<file path="src/rtl/demux_1_2_stream_pkg.sv">
// Shared types for the 1:2 stream demultiplexer.
// The route select is named here so the top level reads in terms of
// destination ports rather than raw bit values.
package demux_1_2_stream_pkg;

  // Destination of an incoming word, encoded exactly as the in_sel pin.
  typedef enum logic {
    SEL_A = 1'b0,
    SEL_B = 1'b1
  } route_sel_e;

  // Map the raw select pin onto the route enum.
  function automatic route_sel_e to_route(input logic sel);
    return route_sel_e'(sel);
  endfunction

endpackage : demux_1_2_stream_pkg

</file>
<file path="src/rtl/demux_out_buffer.sv">
// Two-entry output FIFO for one leg of the 1:2 stream demultiplexer.
// Holds the head word in head_q and the second word in tail_q, and tracks
// occupancy (0..2) in a registered counter. 'space' depends only on the
// registered occupancy, so the upstream ready path never sees the
// consumer's ready. Also counts words popped since reset, with silent wrap.
module demux_out_buffer
  import demux_1_2_stream_pkg::*;
#(
  parameter int WIDTH = 8,
  parameter int CNT_W = 8
) (
  input  logic             clk,
  input  logic             rst,
  input  logic             push,
  input  logic [WIDTH-1:0] push_data,
  output logic             space,
  output logic             valid,
  input  logic             ready,
  output logic [WIDTH-1:0] data,
  output logic [CNT_W-1:0] count
);

  localparam int               OCC_W   = 2;
  localparam logic [OCC_W-1:0] OCC_MAX = 2'd2;

  logic [OCC_W-1:0] occ_q, occ_d;
  logic [WIDTH-1:0] head_q, head_d;
  logic [WIDTH-1:0] tail_q, tail_d;
  logic [CNT_W-1:0] count_q, count_d;
  logic             push_ok;
  logic             pop;

  assign space   = (occ_q < OCC_MAX);
  assign valid   = (occ_q != '0);
  assign data    = head_q;
  assign count   = count_q;

  // A push into a full buffer is ignored; the top never issues one.
  assign push_ok = push & space;
  assign pop     = valid & ready;

  // Next-state for occupancy, storage and the pop counter.
  always_comb begin
    // NOTE: every signal driven here gets a default first, so no path can
    // leave one unassigned and infer a latch.
    occ_d   = occ_q;
    head_d  = head_q;
    tail_d  = tail_q;
    count_d = count_q;

    unique case ({push_ok, pop})
      2'b10: begin
        // Push only: fill the first free slot.
        if (occ_q == '0) head_d = push_data;
        else             tail_d = push_data;
        occ_d = occ_q + 2'd1;
      end
      2'b01: begin
        // Pop only: the second entry (if any) moves up to the head.
        head_d = tail_q;
        occ_d  = occ_q - 2'd1;
      end
      2'b11: begin
        // Push and pop together only happen at occupancy 1 (push needs
        // space, pop needs a head), so the new word replaces the head.
        head_d = push_data;
      end
      default: ;
    endcase

    if (pop) count_d = count_q + 1'b1;
  end

  // State register with synchronous reset.
  always_ff @(posedge clk) begin
    if (rst) begin
      // NOTE: the two data slots are cleared on reset only because the
      // head is visible on the data output, which must read zero after
      // reset; pure storage behind a valid flag would not need it.
      occ_q   <= '0;
      head_q  <= '0;
      tail_q  <= '0;
      count_q <= '0;
    end else begin
      // NOTE: non-blocking assignments so every register samples the
      // pre-edge value of the others, independent of statement order.
      occ_q   <= occ_d;
      head_q  <= head_d;
      tail_q  <= tail_d;
      count_q <= count_d;
    end
  end

endmodule : demux_out_buffer

</file>
<file path="src/rtl/demux_1_2_stream.sv">
// 1:2 stream demultiplexer: one valid/ready input routed by in_sel to one of
// two valid/ready outputs, each decoupled by a two-entry buffer.
// in_ready reflects only the selected buffer's registered space, so a full
// buffer on one side never stalls words heading for the other side.
module demux_1_2_stream
  import demux_1_2_stream_pkg::*;
#(
  parameter int WIDTH = 8,
  parameter int CNT_W = 8
) (
  input  logic             clk,
  input  logic             rst,
  input  logic             in_valid,
  output logic             in_ready,
  input  logic             in_sel,
  input  logic [WIDTH-1:0] in_data,
  output logic             a_valid,
  input  logic             a_ready,
  output logic [WIDTH-1:0] a_data,
  output logic             b_valid,
  input  logic             b_ready,
  output logic [WIDTH-1:0] b_data,
  output logic [CNT_W-1:0] a_count,
  output logic [CNT_W-1:0] b_count
);

  route_sel_e route;
  logic       a_space;
  logic       b_space;
  logic       accept;
  logic       push_a;
  logic       push_b;

  assign route    = to_route(in_sel);
  assign in_ready = (route == SEL_B) ? b_space : a_space;
  assign accept   = in_valid & in_ready;
  assign push_a   = accept & (route == SEL_A);
  assign push_b   = accept & (route == SEL_B);

  demux_out_buffer #(
    .WIDTH (WIDTH),
    .CNT_W (CNT_W)
  ) u_buf_a (
    .clk       (clk),
    .rst       (rst),
    .push      (push_a),
    .push_data (in_data),
    .space     (a_space),
    .valid     (a_valid),
    .ready     (a_ready),
    .data      (a_data),
    .count     (a_count)
  );

  demux_out_buffer #(
    .WIDTH (WIDTH),
    .CNT_W (CNT_W)
  ) u_buf_b (
    .clk       (clk),
    .rst       (rst),
    .push      (push_b),
    .push_data (in_data),
    .space     (b_space),
    .valid     (b_valid),
    .ready     (b_ready),
    .data      (b_data),
    .count     (b_count)
  );

endmodule : demux_1_2_stream

</file>
<file path="config.mk">
export PLATFORM = sky130hd
export DESIGN_NAME = demux_1_2_stream
export DESIGN_NICKNAME = d
export VERILOG_FILES = /design/src/rtl/demux_1_2_stream_pkg.sv /design/src/rtl/demux_out_buffer.sv /design/src/rtl/demux_1_2_stream.sv
export SDC_FILE = /design/constraint.sdc
export NUM_CORES = 1
export LEC_CHECK = 0
export CORE_ASPECT_RATIO = 1.2
export CORE_UTILIZATION = 39
export CTS_CLUSTER_SIZE = 40
export DETAILED_ROUTE_END_ITERATION = 12
export GPL_TIMING_DRIVEN = 1
export PLACE_DENSITY_LB_ADDON = 0.3
export SYNTH_ARGS = -nofsm -noshare
export SYNTH_HDL_FRONTEND = slang
export SYNTH_HIERARCHICAL = 1
export SYNTH_SLANG_ARGS = --single-unit
export TNS_END_PERCENT = 1
</file>
<file path="constraint.sdc">
create_clock -name clk -period 2.43 [get_ports clk]
set_clock_uncertainty 0.1 [all_clocks]
set_input_delay 0.3645 -clock clk [delete_from_list [all_inputs] [get_ports clk]]
set_output_delay 0.3645 -clock clk [all_outputs]
set_load 0.01 [all_outputs]
</file>
==> run summary, run 1 <==
Drt first pass iters: 4
Gr ovfl total: 0
Number of distinct library cells after synthesis: 32
Top cells by area, synth: dfxtp_1, a221oi_2, mux2i_1, nor3_1, nor2b_1
Synth top area share: 0.416
Tcrit/Tclk final: 0.888
Async S/R FF share, synth: 0
Setup crit end kind: primary output
Final min period: 2160 ps
Gpl congestion: 0.728
Lkg Pwr: 1.19 nW
Clk Latency, worst-skew pair: 290 ps
Most frequent cell after synthesis: dfxtp_1
Post-CTS setup buffers: 0
Largest family of logic cells by synthesized area: simple AND/OR/NAND/NOR gates
Sequential share of the synthesized area: 0.416
Peak supply drop: 0.442 mV
XOR/XNOR Fraction of Synth Area: 0.0280
Net count of the mapped netlist: 285
IO Port Bufs: 48
Initial drt markers: 108
Die height: 89.8 um
WL final: 5.25 mm
CTS sink count: 52
Worst hold margin: 382 ps
Reg-to-Reg Start: u_buf_a/occ_q[0]
Cell Pwr Density: 923 nW/um^2
Worst Setup SP: u_buf_a/occ_q[1]
Fin. Hold Viols: 0
Gate power share: 0.421
Area Growth Syn to Fin: 24.4%
Commonest cells post-synth: dfxtp_1, nor3_1, nor2_1
Min-Delay Startpoint: u_buf_b/count[7]
Crit path kind: reg2out
Residual DRC: 0
Longest Clk Path Bufs: 2
Yosys warning total: 6
Critical-path cell list: inv_1 -> mux2_4 -> clkdlybuf4s50_1
Fraction of the mapped netlist area in simple logic gates: 0.218
Routed Antenna Nets: 0
FMAX: 463 MHz
Final Net Count: 328
RSZ-0062 raised after global routing: no
Total I/O pin count: 49
Yosys top cell by area: dfxtp_1
H-tree levels: 2
Mux cell area share after synthesis: 0.0700
Share of cells above drive strength 1: 0.126
Worst reg2reg setup slack: 390 ps
Vias: 2018
Core area: 6130 sq um
Global-route wire length before repair: 8.78 mm
Vias in the first global route: 1848
Final HPWL from detailed placement: 3.60 mm
Post-Synthesis Cells: 265
Global Route Usage Sum: 0.167
Via density: 5.16
HP Class: reg2reg
Yosys reg bits: 52
Initial cell density of the core: 0.408
Max Cap Viol: 0
Outcome: finished clean
Worst slew margin: 0.595
Post-synth EDFFs: 0
Full die area: 6740 sq um
Post-CTS Resized: 0
Largest net degree at the start of global routing: 53
Setup violators final: 0
Reg clk slew, reported paths: 80 ps
Final instance area: 3110 sq um
Sw frac: 0.349
Dpl cell area: 3020 sq um
Standard-cell rows: 31
TritonCTS clock tree: done
Wire length per cell: 13.4 um
Filler instances: 624
CTS root buf: clkbuf_8
Flop pwr share: 0.407
Adder-Cell Fraction of Synth Area: 0.0300
Internal power: 1.87 mW
Slew @ Worst Pin: 608 ps
Net switching power: 1.00 mW
Setup TNS: 0 ps
Arr. time, crit path: 1690 ps
Die Span X: 75.1 um
Largest stage delay, worst path: 520 ps
Num CTS Buffers: 5
Compound-Gate Fraction of Synth Area: 0.174
Syn avg cell area: 9.44 sq um
CP Data Required Time: 1970 ps
Post-CTS Hold Buffers: 0
Clk pwr share: 0.172
CP max FO: 10
Post-Syn Area: 2500 sq um
Initial antenna violation count: 0
CP Launch Type: flip-flop
Worst path slowest cell: dfxtp_1
Main synth FF type: dfxtp_1
Number of diodes: 0
Max Slew Vio Count: 0
## cell families (layout without fill, tap and decap cells)
kind of cell | Yosys count | after routing
AND/OR/NAND/NOR | 102 | 102
buffers and inverters | 30 | 74
XOR/XNOR | 8 | 8
AO/OA/AOI/OAI | 50 | 50
flip-flops | 52 | 52
multiplexers | 17 | 17
adder cells (fa/ha/maj) | 6 | 6
## routing by layer
metal | vias up | track usage | share of wire
li1 | 1038 | - | -
met5 | - | 0 | 0
met3 | 6 | 0.0314 | 0.043
met2 | 48 | 0.267 | 0.47
met1 | 926 | 0.226 | 0.47
met4 | 0 | 0.0472 | 0.012
## cells in the final DEF, fill, tap and decap left out, drive strengths merged
cell type and n:
clkbuf 8, buf 8, a21oi 14, and3b 1, ha 6, o2111ai 2, a221oi 16, nand4 2
o211ai 2, inv 10, or3 10, nand2 8, or2 2, clkdlybuf4s50 48, or3b 2, o31ai 2
nand3 2, dfxtp 52, and3 1, nor3b 2, mux2 1, nor2 22, o21ai 14, xor2 2
xnor2 6, mux2i 16, nor2b 16, or4 2, nor3 32
## worst paths after layout
check / endpoint / cells after the start
worst max-delay path: in_ready / 3
worst min-delay path: u_buf_b/count[7] / 2
worst max register to register: u_buf_a/data[5] / 6
worst min register to register: u_buf_b/count[7] / 2
## power by group through the flow
stage	logic [mW]	clock network [mW]	registers, mW
after global placement	1.19	0	1.19
after floorplan	0.839	0	1.17
after global routing	1.33	0.561	1.20
after detailed placement	1.21	0	1.19
final	1.21	0.496	1.17
after CTS	1.22	0.517	1.17
## metrics by stage
step,setup slack (ps),std cells,power [mW],utilization
2_1_floorplan,504,265,2.00,-
3_3_place_gp,158,383,2.38,0.493
3_5_place_dp,139,383,2.40,0.493
4_1_cts,265,391,2.91,0.508
5_1_grt,173,391,3.09,0.508
6_report,272,391,2.87,0.508
## flip-flops by register name, indices dropped and copies added (netlist names)
| name | flops |
|---|---|
| u_buf_b/count | 8 |
| u_buf_b/occ_q | 2 |
| u_buf_a/data | 8 |
| u_buf_a/count | 8 |
| u_buf_b/tail_q | 8 |
| u_buf_a/occ_q | 2 |
| u_buf_a/tail_q | 8 |
| u_buf_b/data | 8 |
## area by class of cell
cell class              count  area (sq um)  share of cell area
well taps                  82           103              0.0330
multi-input cells         183          1300               0.418
repair buffers             56           541               0.174
flip-flops and latches     52          1040               0.334
inverters                  10          37.5              0.0121
clock buffers               8          90.1              0.0289
## worst max-delay path: cells and delay by family, from the launching register on
kind / cells / cell delay (ps)
flip-flops: 1 / 520
multiplexers: 1 / 290
buffers and inverters: 2 / 590
Note: power is estimated with default switching activity, not from simulation.
==> inputs of run 2 (changes only) <==
Settings changed: MAX_ROUTING_LAYER set to met4.
==> run summary, run 2 (same netlist as run 1, synthesis figures left out) <==
Outcome: finished clean
Arr. time, crit path: 1690 ps
Global Route Usage Sum: 0.172
Vias in the first global route: 1847
Wire length per cell: 13.4 um
Worst reg2reg setup slack: 400 ps
Clk Latency, worst-skew pair: 300 ps
CTS root buf: clkbuf_8
Longest Clk Path Bufs: 2
CP Launch Type: flip-flop
Area of the multi-input gates: 1300 sq um
Vias: 2005
Global-route wire length before repair: 8.80 mm
HP Class: reg2reg
Share of cells above drive strength 1: 0.126
Initial cell density of the core: 0.408
Crit path kind: reg2out
Commonest cells after routing, fill and taps aside: dfxtp_1, clkdlybuf4s50_1, nor3_1
Worst hold margin: 385 ps
Final Net Count: 328
Gr ovfl total: 0
Fin. Hold Viols: 0
Largest net degree at the start of global routing: 53
Reg-to-Reg Start: u_buf_a/occ_q[0]
RSZ-0062 raised after global routing: no
Worst hold path stage count: 2
H-tree levels: 2
Core area: 6130 sq um
Die height: 89.8 um
CP Data Required Time: 1970 ps
Reg2reg end: u_buf_a/data[5]
Max Slew Vio Count: 0
Min-Delay Startpoint: u_buf_b/count[7]
Filler instances: 624
Tcrit/Tclk final: 0.885
Clk pwr share: 0.174
Setup TNS: 0 ps
TritonCTS clock tree: done
Slew @ Worst Pin: 608 ps
Final core utilization: 0.508
Post-CTS Resized: 0
Full die area: 6740 sq um
Initial antenna violation count: 0
Worst slew margin: 0.595
IO Port Bufs: 48
Die Span X: 75.1 um
Setup violators final: 0
CP max FO: 10
Commonest non-fill, non-tap cell in the layout: dfxtp_1
Cell Pwr Density: 924 nW/um^2
CTS sink count: 52
Hold path endpoint: u_buf_b/count[7]
Via density: 5.13
Peak supply drop: 0.445 mV
Residual DRC: 0
Sw frac: 0.350
Area Growth Syn to Fin: 24.4%
Post-CTS Hold Buffers: 0
Cells on worst reg2reg path: 6
WL final: 5.25 mm
Lkg Pwr: 1.19 nW
Final HPWL from detailed placement: 3.60 mm
Standard-cell rows: 31
Seq. cell area: 1040 sq um
Net switching power: 1.01 mW
Total I/O pin count: 49
Initial drt markers: 110
Post-CTS setup buffers: 0
Flop pwr share: 0.406
Reg clk slew, reported paths: 90 ps
Gpl congestion: 0.737
Setup crit end kind: primary output
FMAX: 465 MHz
Final min period: 2150 ps
Drt first pass iters: 4
Num CTS Buffers: 5
Internal power: 1.87 mW
Max Cap Viol: 0
Gate power share: 0.420
Routed Antenna Nets: 0
Number of diodes: 0
[run 2: cell counts in the layout (fill, tap and decap cells not counted)]
No cell type changed its count.
[run 2: power by group through the flow]
| stage | registers, mW | logic [mW] | clock network [mW] |
|---|---|---|---|
| floorplan | 1.17 | 0.839 | 0 |
| global placement | 1.19 | 1.19 | 0 |
| detailed placement | 1.19 | 1.21 | 0 |
| CTS | 1.17 | 1.22 | 0.517 |
| global route | 1.20 | 1.33 | 0.563 |
| finish | 1.17 | 1.21 | 0.499 |
[run 2: worst max-delay path by stage]
stage	startpoint	endpoint	slack [ps]
after floorplan	u_buf_a/occ_q[1]	u_buf_a/data[3]	500
after global placement	in_sel	u_buf_a/data[3]	160
after detailed placement	in_sel	u_buf_a/data[5]	140
after CTS	u_buf_b/occ_q[1]	in_ready	270
after global routing	u_buf_a/occ_q[1]	in_ready	170
final	u_buf_a/occ_q[1]	in_ready	280
[run 2: cell type report]
type | instances | share of cell area
Inverter | 10 | 0.0121
Tap cell | 82 | 0.0330
Clock buffer | 8 | 0.0289
Multi-Input combinational cell | 183 | 0.418
Sequential cell | 52 | 0.334
Timing Repair Buffer | 56 | 0.174
[run 2: per-stage QoR]
step / setup slack, ps / instance area [sq um] / instances / power [mW]
final: 280 / 3110 / 391 / 2.88
after global routing: 173 / 3110 / 391 / 3.09
after CTS: 265 / 3110 / 391 / 2.91
after detailed placement: 139 / 3020 / 383 / 2.40
after global placement: 158 / 3020 / 383 / 2.38
after floorplan: 504 / 2500 / 265 / 2.00
[run 2: worst max-delay path, cell delays in order, from the launching register on]
cell and delay, ps:
dfxtp_1 520, inv_1 110, mux2_4 290, clkdlybuf4s50_1 470
[run 2: metal layers]
layer  vias up  global-route usage  part of all wire
li1       1035                   -                 -
met1       928               0.226              0.48
met2        37               0.267              0.47
met3         5              0.0314             0.038
met4         0              0.0472             0.012
met5         -                   -                 0
==> variant (settings of run 1) <==
`WIDTH` is set to 8 in 2 places; all go to 7.
--- a/src/rtl/demux_out_buffer.sv
+++ b/src/rtl/demux_out_buffer.sv
@@ -7,5 +7,5 @@
   import demux_1_2_stream_pkg::*;
 #(
-  parameter int WIDTH = 8,
+  parameter int WIDTH = 7,
   parameter int CNT_W = 8
 ) (
--- a/src/rtl/demux_1_2_stream.sv
+++ b/src/rtl/demux_1_2_stream.sv
@@ -6,5 +6,5 @@
   import demux_1_2_stream_pkg::*;
 #(
-  parameter int WIDTH = 8,
+  parameter int WIDTH = 7,
   parameter int CNT_W = 8
 ) (
Ports: changed (resized a_data, b_data and in_data); port bits go from 49 to 46. The function was not compared with the original's and may differ.
==> variant against run 1 <==
  * Setup slack lost 0.0056 ns
  * Design area decreased by 4.5%
  * Sequential cell count shrank 4
  * Power down 2.6%
  * Combinational power down 7%
  * Wire length shrank 6.3%
  * Area after synthesis down 5.9%
  * Cell count down 5.1%
  * Critical path depth is the same
  * Critical endpoint unchanged
  * Highest routed layer unchanged
==> variant: results (changes against run 1) <==
* Status: completed
* Port Buffers at 45 (-6.3%)
* Global Route Usage Sum at 0.167 (+0.000218)
* Worst hold path startpoint: u_buf_b/count[7]$_SDFFE_PP0P_
* Tightest Hold Check Type: reg -> reg
* Family with the most delay on the worst path: buffers and inverters
* Number of DRC markers after the initial detailed-route iteration at 57 (-47%)
* Resize count post-CTS at 0 (unchanged)
* Reg2reg setup slack at 0.47 ns (+0.08 ns)
* Layout cell share with drive strength beyond 1 at 0.151 (+0.0250)
* Drt pass-1 iters at 4 (unchanged)
* Total via count in the routed design at 1922 (-4.8%)
* Skew-Pair Late Insertion Delay at 0.30 ns
* Final-layout fill cell count at 547 (-12%)
* First-pass GRT wire length at 8310 µm (-5.3%)
* Peak fanout along the critical path at 9 (-1)
* Total number of nets in the final design at 309 (-5.8%)
* Slowest cell on crit path: sky130_fd_sc_hd__dfxtp_1
* Count of cells along the worst register-to-register path at 6 (unchanged)
* Maximum number of pins on one net before global-route repair at 28 (-47%)
* Cell leakage power at 1.15 nW (-3.7%)
* Delay contributed by the slowest stage of the critical path at 0.53 ns
* Post-CTS Repair Setup Buffers at 0 (unchanged)
* Most used flip-flop cell after synthesis: sky130_fd_sc_hd__dfxtp_1
* Top cells by count, synth: 48 x sky130_fd_sc_hd__dfxtp_1, 28 x sky130_fd_sc_hd__nor3_1, 24 x sky130_fd_sc_hd__nor2_1
* Number of global-route vias before repair at 1821 (-1.5%)
* Synth async-reset ratio at 0 (unchanged)
* Number of distinct library cells after synthesis at 33 (+3.1%)
* Root buf cell: sky130_fd_sc_hd__clkbuf_8
* Origin of the critical flop-to-flop path: u_buf_a/occ_q[1]$_SDFFE_PP0P_
* Final wirelength at 4920 µm (-6.3%)
* Worst hold-check slack at 0.387 ns (+0.00423 ns)
* Post-synthesis sequential area ratio at 0.408 (-0.00792)
* Final estimated routing congestion in global placement at 0.725 (-0.44%)
* Net count of the mapped netlist at 266 (-6.7%)
* Half-perimeter wire length after placement at 3510 µm (-2.7%)
* Post-place instance area at 0.00286 mm² (-5.5%)
* Clock tree buffer depth at 2 (unchanged)
* Pin slew with the least headroom to its limit at 0.577 ns (-0.0308 ns)
* Maximum level of the CTS H-tree at 2 (unchanged)
* Terminating pin of the worst hold path: u_buf_b/count[7]$_SDFFE_PP0P_
* Endpoint of the most critical register-to-register path: u_buf_a/data[0]$_SDFFE_PP0P_
* Synth area leaders: sky130_fd_sc_hd__dfxtp_1 41%, sky130_fd_sc_hd__a221oi_2 8.9%, sky130_fd_sc_hd__mux2i_1 6.0%, sky130_fd_sc_hd__nor3_1 6.0%, sky130_fd_sc_hd__nor2b_1 4.3%
* Worst hold path cell count at 2 (unchanged)
* Clock edge transition at the registers on the reported setup and hold paths at 0.09 ns
* Worst VDD drop at 0.446 mV (+0.83%)
==> variant: tightest hold or removal path, delay by kind of cell (launching register included) <==
family         cells  cell delay, ns
flip-flops         1            0.33
AO/OA/AOI/OAI      2            0.11
==> variant: area by class of cell <==
| type | instances | share of cell area |
|---|---|---|
| multi-input combinational | 175 | 0.422 |
| sequential | 48 | 0.323 |
| timing repair buffer | 54 | 0.174 |
| tap | 80 | 0.0337 |
| clock buffer | 5 | 0.0231 |
| clock inverter | 3 | 0.0160 |
| inverter | 6 | 0.00757 |
==> variant: logic make-up after synthesis <==
family / synth area share
buffers and inverters: 0.0584
DFF: 0.408
xor gates and xnor gates: 0.0298
adders and majority gates: 0.0319
and+or+nand+nor: 0.239
muxes: 0.0754
AOI/OAI and AO/OA: 0.157
==> variant: worst max-delay path by stage <==
stage	slack, ns	endpoint	cells past startpoint	startpoint
global route	0.17	in_ready	3	u_buf_a/occ_q[1]$_SDFFE_PP0P_
floorplan	0.40	u_buf_a/data[0]$_SDFFE_PP0P_	8	u_buf_a/occ_q[0]$_SDFFE_PP0P_
CTS	0.23	in_ready	3	u_buf_a/occ_q[1]$_SDFFE_PP0P_
global placement	0.22	u_buf_b/data[2]$_SDFFE_PP0P_	5	in_sel
detailed placement	0.21	u_buf_b/data[5]$_SDFFE_PP0P_	5	in_sel
finish	0.27	in_ready	3	u_buf_b/occ_q[1]$_SDFFE_PP0P_
==> variant: per-stage QoR <==
step | utilization | instances | power, mW | setup slack, ns
floorplan | - | 247 | 1.86 | 0.403
finish | 0.518 | 371 | 2.80 | 0.266
global placement | 0.498 | 363 | 2.21 | 0.220
detailed placement | 0.498 | 363 | 2.23 | 0.213
CTS | 0.518 | 371 | 2.83 | 0.230
global route | 0.518 | 371 | 2.98 | 0.174
==> variant: report_power, final <==
part | total (mW) | internal (mW) | switching, mW
sequential | 1.08 | 0.933 | 0.148
combinational | 1.12 | 0.577 | 0.547
clock | 0.596 | 0.310 | 0.285
==> variant: layer usage <==
layer	wire length, µm	GRT usage	vias up
met5	0	0	-
met2	2270	0.285	49
met1	2360	0.207	892
met3	210	0.0278	6
met4	77	0.0695	0
li1	-	-	975
